`src/rtl/mul_acc_unit_pkg.sv`:
```
`default_nettype none
// ============================================================================
// Module   : muladd_pkg
// Brief    : Shared types, default widths and saturation helper for the MulAdd
//            accumulator datapath.
// Revision : 1.0
// ============================================================================
package muladd_pkg;

  localparam int c_width_data = 8;
  localparam int c_width_acc  = 24;
  localparam int c_width_cnt  = 5;

  typedef enum logic [1:0] {
    IDLE  = 2'd0,
    ACC   = 2'd1,
    FLUSH = 2'd2,
    DONE  = 2'd3
  } state_t;

  // Two's-complement limit of a width-bit signed value, sign-extended to 64 bits.
  function automatic logic [63:0] sat_limit(input int unsigned width, input logic neg);
    logic [63:0] v_min;
    v_min = {64{1'b1}} << (width - 1);
    return neg ? v_min : ~v_min;
  endfunction

endpackage
`default_nettype wire

```
`src/rtl/mul_acc_unit_if.sv`:
```
`default_nettype none
// ============================================================================
// Module   : mul_acc_unit_if
// Brief    : Job control, operand stream and result stream of mul_acc_unit.
// Revision : 1.0
// ============================================================================
interface mul_acc_unit_if
  import muladd_pkg::*;
#(
  parameter int WIDTH_DATA = c_width_data,
  parameter int WIDTH_ACC  = c_width_acc,
  parameter int WIDTH_CNT  = c_width_cnt
);

  logic                         start_i;
  logic [WIDTH_CNT-1:0]         cfg_len_i;
  logic signed [WIDTH_DATA-1:0] a_i;
  logic signed [WIDTH_DATA-1:0] b_i;
  logic                         in_valid_i;
  logic                         in_ready_o;
  logic [WIDTH_ACC-1:0]         acc_o;
  logic                         ovf_o;
  logic                         out_valid_o;
  logic                         out_ready_i;
  logic                         busy_o;

  modport slave (
    input  start_i, cfg_len_i, a_i, b_i, in_valid_i, out_ready_i,
    output in_ready_o, acc_o, ovf_o, out_valid_o, busy_o
  );

  modport master (
    output start_i, cfg_len_i, a_i, b_i, in_valid_i, out_ready_i,
    input  in_ready_o, acc_o, ovf_o, out_valid_o, busy_o
  );

endinterface
`default_nettype wire

```
`src/rtl/mul_acc_unit_mac_product_reg.sv`:
```
`default_nettype none
// ============================================================================
// Module   : mac_product_reg
// Brief    : Registered signed multiplier stage with a product-valid flag.
// Revision : 1.0
// ============================================================================
module mac_product_reg #(
  parameter int WIDTH_DATA = 8
) (
  input  wire logic                           clk,
  input  wire logic                           rst,
  input  wire logic                           i_load,
  input  wire logic signed [WIDTH_DATA-1:0]   i_a,
  input  wire logic signed [WIDTH_DATA-1:0]   i_b,
  output logic signed      [2*WIDTH_DATA-1:0] o_prod_q,
  output logic                                o_prod_v
);

  logic signed [2*WIDTH_DATA-1:0] w_prod;
  logic signed [2*WIDTH_DATA-1:0] r_prod_q;
  logic                           r_prod_v;

  assign w_prod = (2*WIDTH_DATA)'(i_a) * (2*WIDTH_DATA)'(i_b);

  always_ff @(posedge clk) begin
    if (rst) begin
      r_prod_q <= '0;
      r_prod_v <= 1'b0;
    end else begin
      r_prod_v <= i_load;
      if (i_load) begin
        r_prod_q <= w_prod;
      end
    end
  end

  assign o_prod_q = r_prod_q;
  assign o_prod_v = r_prod_v;

endmodule
`default_nettype wire

```
`src/rtl/mul_acc_unit.sv`:
```
`default_nettype none
// ============================================================================
// Module   : mul_acc_unit
// Brief    : Signed multiply-accumulate job engine. Define MULADD_ACC_SAT_EN to
//            clamp the accumulator on overflow instead of wrapping.
// Revision : 1.0
// ============================================================================
module mul_acc_unit
  import muladd_pkg::*;
#(
  parameter int WIDTH_DATA = c_width_data,
  parameter int WIDTH_ACC  = c_width_acc,
  parameter int WIDTH_CNT  = c_width_cnt
) (
  input wire logic       clk,
  input wire logic       rst,
  mul_acc_unit_if.slave  bus
);

  state_t                         r_state;
  state_t                         w_state_next;
  logic [WIDTH_CNT-1:0]           r_remaining;
  logic signed [WIDTH_ACC-1:0]    r_acc;
  logic                           r_ovf;
  logic signed [2*WIDTH_DATA-1:0] w_prod_q;
  logic                           w_prod_v;
  logic signed [WIDTH_ACC-1:0]    w_prod_ext;
  logic signed [WIDTH_ACC-1:0]    w_sum;
  logic signed [WIDTH_ACC-1:0]    w_acc_next;
  logic                           w_add_ovf;
  logic                           w_accept;
  logic                           w_start;
  logic                           w_last;
  logic                           w_in_ready;
  logic                           w_out_valid;
  logic                           w_busy;

  assign w_accept = bus.in_valid_i && w_in_ready;
  assign w_start  = (r_state == IDLE) && bus.start_i;
  assign w_last   = (r_remaining == WIDTH_CNT'(1));

  mac_product_reg #(
    .WIDTH_DATA (WIDTH_DATA)
  ) u_product (
    .clk      (clk),
    .rst      (rst),
    .i_load   (w_accept),
    .i_a      (bus.a_i),
    .i_b      (bus.b_i),
    .o_prod_q (w_prod_q),
    .o_prod_v (w_prod_v)
  );

  // State register
  always_ff @(posedge clk) begin
    if (rst) begin
      r_state <= IDLE;
    end else begin
      r_state <= w_state_next;
    end
  end

  // Next-state logic
  always_comb begin
    w_state_next = r_state;
    case (r_state)
      IDLE: begin
        if (bus.start_i) begin
          w_state_next = (bus.cfg_len_i == '0) ? DONE : ACC;
        end
      end
      ACC: begin
        if (w_accept && w_last) begin
          w_state_next = FLUSH;
        end
      end
      FLUSH: begin
        w_state_next = DONE;
      end
      DONE: begin
        if (bus.out_ready_i) begin
          w_state_next = IDLE;
        end
      end
      default: begin
        w_state_next = IDLE;
      end
    endcase
  end

  // State-decoded outputs
  always_comb begin
    w_in_ready  = 1'b0;
    w_out_valid = 1'b0;
    w_busy      = 1'b1;
    case (r_state)
      IDLE:    w_busy      = 1'b0;
      ACC:     w_in_ready  = 1'b1;
      DONE:    w_out_valid = 1'b1;
      default: w_busy      = 1'b1;
    endcase
  end

  // Overflow happens only when both addends share a sign the sum does not.
  assign w_prod_ext = WIDTH_ACC'(w_prod_q);
  assign w_sum      = r_acc + w_prod_ext;
  assign w_add_ovf  = (r_acc[WIDTH_ACC-1] == w_prod_ext[WIDTH_ACC-1]) &&
                      (w_sum[WIDTH_ACC-1] != r_acc[WIDTH_ACC-1]);

`ifdef MULADD_ACC_SAT_EN
  assign w_acc_next = !w_add_ovf          ? w_sum :
                      r_acc[WIDTH_ACC-1]  ? WIDTH_ACC'(sat_limit(WIDTH_ACC, 1'b1)) :
                                            WIDTH_ACC'(sat_limit(WIDTH_ACC, 1'b0));
`else
  assign w_acc_next = w_sum;
`endif

  always_ff @(posedge clk) begin
    if (rst) begin
      r_acc       <= '0;
      r_ovf       <= 1'b0;
      r_remaining <= '0;
    end else if (w_start) begin
      r_acc       <= '0;
      r_ovf       <= 1'b0;
      r_remaining <= bus.cfg_len_i;
    end else begin
      if (w_accept) begin
        r_remaining <= r_remaining - WIDTH_CNT'(1);
      end
      if (w_prod_v) begin
        r_acc <= w_acc_next;
        if (w_add_ovf) begin
          r_ovf <= 1'b1;
        end
      end
    end
  end

  assign bus.in_ready_o  = w_in_ready;
  assign bus.out_valid_o = w_out_valid;
  assign bus.busy_o      = w_busy;
  assign bus.acc_o       = r_acc;
  assign bus.ovf_o       = r_ovf;

endmodule
`default_nettype wire

```
`src/flat_wrapper.sv`:
```
// flat-port wrapper written by rule: the top's interface ports become plain ports
module mul_acc_unit_flat import muladd_pkg::*;
#(
  parameter int WIDTH_DATA = c_width_data,
  parameter int WIDTH_ACC  = c_width_acc,
  parameter int WIDTH_CNT  = c_width_cnt
)
  (clk, rst, bus_start_i, bus_cfg_len_i, bus_a_i, bus_b_i, bus_in_valid_i, bus_out_ready_i, bus_in_ready_o, bus_acc_o, bus_ovf_o, bus_out_valid_o, bus_busy_o);
  mul_acc_unit_if #(.WIDTH_DATA(WIDTH_DATA), .WIDTH_ACC(WIDTH_ACC), .WIDTH_CNT(WIDTH_CNT)) bus_i ();
  input wire logic clk;
  input wire logic rst;
  input wire logic [$bits(bus_i.start_i)-1:0] bus_start_i;
  input wire logic [$bits(bus_i.cfg_len_i)-1:0] bus_cfg_len_i;
  input wire logic [$bits(bus_i.a_i)-1:0] bus_a_i;
  input wire logic [$bits(bus_i.b_i)-1:0] bus_b_i;
  input wire logic [$bits(bus_i.in_valid_i)-1:0] bus_in_valid_i;
  input wire logic [$bits(bus_i.out_ready_i)-1:0] bus_out_ready_i;
  output wire logic [$bits(bus_i.in_ready_o)-1:0] bus_in_ready_o;
  output wire logic [$bits(bus_i.acc_o)-1:0] bus_acc_o;
  output wire logic [$bits(bus_i.ovf_o)-1:0] bus_ovf_o;
  output wire logic [$bits(bus_i.out_valid_o)-1:0] bus_out_valid_o;
  output wire logic [$bits(bus_i.busy_o)-1:0] bus_busy_o;
  assign bus_i.start_i = bus_start_i;
  assign bus_i.cfg_len_i = bus_cfg_len_i;
  assign bus_i.a_i = bus_a_i;
  assign bus_i.b_i = bus_b_i;
  assign bus_i.in_valid_i = bus_in_valid_i;
  assign bus_i.out_ready_i = bus_out_ready_i;
  assign bus_in_ready_o = bus_i.in_ready_o;
  assign bus_acc_o = bus_i.acc_o;
  assign bus_ovf_o = bus_i.ovf_o;
  assign bus_out_valid_o = bus_i.out_valid_o;
  assign bus_busy_o = bus_i.busy_o;
  mul_acc_unit #(.WIDTH_DATA(WIDTH_DATA), .WIDTH_ACC(WIDTH_ACC), .WIDTH_CNT(WIDTH_CNT)) u_core (.clk(clk), .rst(rst), .bus(bus_i));
endmodule
```
`config.mk`:
```
export PLATFORM = sky130hd
export DESIGN_NAME = mul_acc_unit_flat
export DESIGN_NICKNAME = d
export VERILOG_FILES = /design/src/rtl/mul_acc_unit_pkg.sv /design/src/rtl/mul_acc_unit_if.sv /design/src/rtl/mul_acc_unit_mac_product_reg.sv /design/src/rtl/mul_acc_unit.sv /design/src/flat_wrapper.sv
export SDC_FILE = /design/constraint.sdc
export NUM_CORES = 1
export LEC_CHECK = 0
export ABC_AREA = 1
export CAP_MARGIN = 20
export CELL_PAD_IN_SITES_DETAIL_PLACEMENT = 1
export CELL_PAD_IN_SITES_GLOBAL_PLACEMENT = 1
export CORE_UTILIZATION = 48
export CTS_BUF_LIST = sky130_fd_sc_hd__clkbuf_8
export CTS_CLUSTER_DIAMETER = 80
export DETAILED_ROUTE_END_ITERATION = 10
export DONT_BUFFER_PORTS = 1
export GPL_TIMING_DRIVEN = 1
export PLACE_DENSITY = 0.86
export SLEW_MARGIN = 10
export SYNTH_ARGS = -nofsm -noshare
export SYNTH_HDL_FRONTEND = slang
export SYNTH_SLANG_ARGS = --single-unit
```
`constraint.sdc`:
```
create_clock -name clk -period 6.5 [get_ports clk]
set_clock_uncertainty 0.05 [all_clocks]
set_input_delay 1.3 -clock clk [delete_from_list [all_inputs] [get_ports clk]]
set_output_delay 1.3 -clock clk [all_outputs]
set_load 0.03 [all_outputs]
```
==> impl_metrics.py <==
metrics = {
    "global_routing": {
        "grt.total_usage_pct": 27.6,
        "grt_pass1_vias": 6268,
        "grt_max_degree": 40,
        "antenna_found_initial": 0,
        "grt_pass1_wl_microns": 29300,
        "gr-total-overflow": 0,
    },
    "pwr": {
        "ir_drop_uv": 172,
        "net-switching-power_mw": 1.05,
        "clkPwrFrac_pct": 13.4,
        "p_int_uw": 979,
        "power_mw": 2.03,
        "p_seq_share_pct": 21.5,
        "leakagePower_nw": 3.81,
        "powerDensity_nw_per_um2": 307,
        "switching_share_pct": 51.8,
        "combPwrFrac_pct": 65.1,
    },
    "clocking": {
        "cts.clk_slew.worst_paths_ps": 110,
        "clk_latency_ps": 330,
        "ctsHoldBuffers": 0,
        "cts_setup_buffers": 0,
        "cts-resized-gates": 0,
        "cts_tree": "built",
        "clock_path_buffers": 2,
        "htree_levels": 2,
        "cts_root_buf": "clkbuf_8",
        "cts_buffers": 5,
        "clock_sinks": 49,
    },
    "floorplanning": {
        "die_w_microns": 117,
        "io-pin-count": 54,
        "rows": 41,
        "dieArea_sq_um": 13700,
        "die_height_microns": 117,
        "initial_core_util_pct": 49.8,
        "core_sq_um": 12800,
    },
    "outcome": {
        "status": "completed",
    },
    "synth": {
        "synth_fp_nets": 1117,
        "yosysWarnings": 0,
        "synth.distinct_cells": 32,
        "synth_edf_count": 0,
        "synth-seq-cells": 49,
        "synth_ff_type": "dfxtp_1",
        "syn_area_per_cell_sq_um": 6.51,
        "syn-instance-count": 976,
        "syn_area_sq_um": 6360,
        "async_reset_ff_share_pct": 0,
        "seq_area_frac_synth_pct": 15.4,
    },
    "timing": {
        "max_freq_mhz": 193,
        "period_share_pct": 79.6,
        "slew_headroom_pct": 51.6,
        "fin_ws_ps": 1330,
        "grt_setup_unrepaired": "false",
        "setup_viol_count_final": 0,
        "tightest_slew_ps": 726,
        "drv_slew": 0,
        "holdWs_ps": 455,
        "hold_violations": 0,
        "fin_tns_setup_ps": 0,
        "fin_crit_ps": 5170,
    },
    "placed_design": {
        "hpwl_microns": 14400,
        "dpl_cell_area_sq_um": 6470,
        "place.gp.congestion": 0.841,
        "numPortBuffers": 0,
        "dp_slack_ps": 1090,
        "dp.cells": 1122,
    },
    "drt": {
        "drt_pass1_iterations": 5,
        "detail-route-antenna-nets": 0,
        "drtIter0Drc": 314,
        "post-route-drc-count": 0,
        "drt_wl_total_microns": 17400,
        "vias_per_cell": 5.20,
        "wl_per_cell_microns": 15.4,
        "vias": 5884,
    },
    "finish": {
        "syn2layout_area_growth_pct": 4.13,
        "instances_no_fill": 1131,
        "antenna_cells": 0,
        "nets": 1099,
        "postLayoutCellArea_sq_um": 6620,
        "drive_above_1_share_pct": 3.75,
        "fin_util_pct": 51.8,
    },
    "run": {
        "drv_cap": 0,
    },
    "worst_setup_path": {
        "worst_ep_arrival_time_ps": 5350,
        "cp_max_fo": 8,
        "path_class": "in2reg",
        "cp-start-kind": "input port",
        "cp-end-kind": "flop",
        "critical_path_required_ps": 6680,
    },
    "worst_hold_path": {
        "min_path_type": "reg2reg",
    },
}
-- state kept, by name (all words and copies together), names as in the netlist --
name                       count
u_core.u_product.o_prod_q     16
u_core.bus.ovf_o               1
u_core.bus.acc_o              24
u_core.r_state                 2
u_core.u_product.o_prod_v      1
u_core.r_remaining             5
-- cell usage after synthesis, types with 4 or more instances --
cell type	number	area [sq um]
a21o_1	4	30.0
a21oi_1	35	175
a31oi_1	6	37.5
buf_2	6	30.0
clkbuf_1	21	78.8
dfxtp_1	49	981
fa_1	56	1120
ha_1	59	738
inv_1	248	931
nand2_1	226	848
nand2_2	7	43.8
nand3_1	49	245
nand4_1	14	87.6
nor2_1	105	394
nor2_2	6	37.5
o211ai_1	5	37.5
o21ai_0	29	145
o21ai_1	8	40.0
o21bai_1	4	30.0
or2_2	4	25.0
xnor2_1	7	61.3
xor2_1	12	105
-- cells by family after synthesis --
logic type	count (synthesis)	share of synthesized area, %
adders and majority gates	115	29.3
DFF	49	15.4
AOI/OAI and AO/OA	97	8.62
and+or+nand+nor	421	27.7
xor gates and xnor gates	19	2.62
buffers and inverters	275	16.4
-- critical path: stages --
cell and delay, ps:
nand2_1 90, inv_1 90, fa_1 610, inv_1 170, fa_1 560, inv_1 60
fa_1 520, inv_1 50, fa_1 520, inv_1 50, ha_1 390, nand2_1 120
nor3_1 250, nand3_1 170, nand4_1 140, nand3_1 100, nand2_1 100, inv_1 40
-- metal layers --
layer | track usage, % | vias to the layer above | share of wire (%)
li1 | - | 2885 | -
met5 | 0 | - | 0
met4 | 5.23 | 0 | 1.3
met2 | 47.3 | 117 | 47
met1 | 37.3 | 2863 | 47
met3 | 4.12 | 19 | 5.0
-- power groups by stage --
stage / Sequential (mW) / Clock (mW) / Combinational [mW]
after floorplan: 0.423 / 0 / 1.01
after detailed placement: 0.445 / 0 / 1.30
after CTS: 0.439 / 0.277 / 1.32
after global placement: 0.444 / 0 / 1.22
after global routing: 0.445 / 0.288 / 1.52
final: 0.437 / 0.272 / 1.32
-- path summary, 6_finish.rpt --
path,start,cells past startpoint,slack [ps],to
max,bus_a_i[7],18,1330,u_core.u_product.o_prod_q[14]$_SDFFE_PP0P_
min,u_core.u_product.o_prod_q[0]$_SDFFE_PP0P_,2,450,u_core.u_product.o_prod_q[0]$_SDFFE_PP0P_
max reg2reg,u_core.r_state[1]$_SDFFE_PP0P_,9,3850,u_core.r_remaining[4]$_SDFFE_PP0P_
min reg2reg,u_core.u_product.o_prod_q[0]$_SDFFE_PP0P_,2,450,u_core.u_product.o_prod_q[0]$_SDFFE_PP0P_
-- layout by cell type (no fill, tap or decap), types with 14 or more instances in the layout --
| cell | n |
|---|---|
| ha_1 | 59 |
| nand4_1 | 14 |
| fa_1 | 56 |
| inv_1 | 248 |
| nand3_1 | 49 |
| nand2_1 | 226 |
| a21oi_1 | 35 |
| dfxtp_1 | 49 |
| nor2_1 | 105 |
| o21ai_0 | 29 |
-- layout make-up --
type / instances / area [sq um]
Multi-Input combinational cell: 652 / 4340
Clock buffer: 5 / 68.8
Tap cell: 172 / 215
Inverter: 248 / 931
Timing Repair Buffer: 2 / 22.5
Fill cell: 1755 / 6150
Sequential cell: 49 / 981
Clock inverter: 3 / 65.1
(Power assumes the default switching activity.)
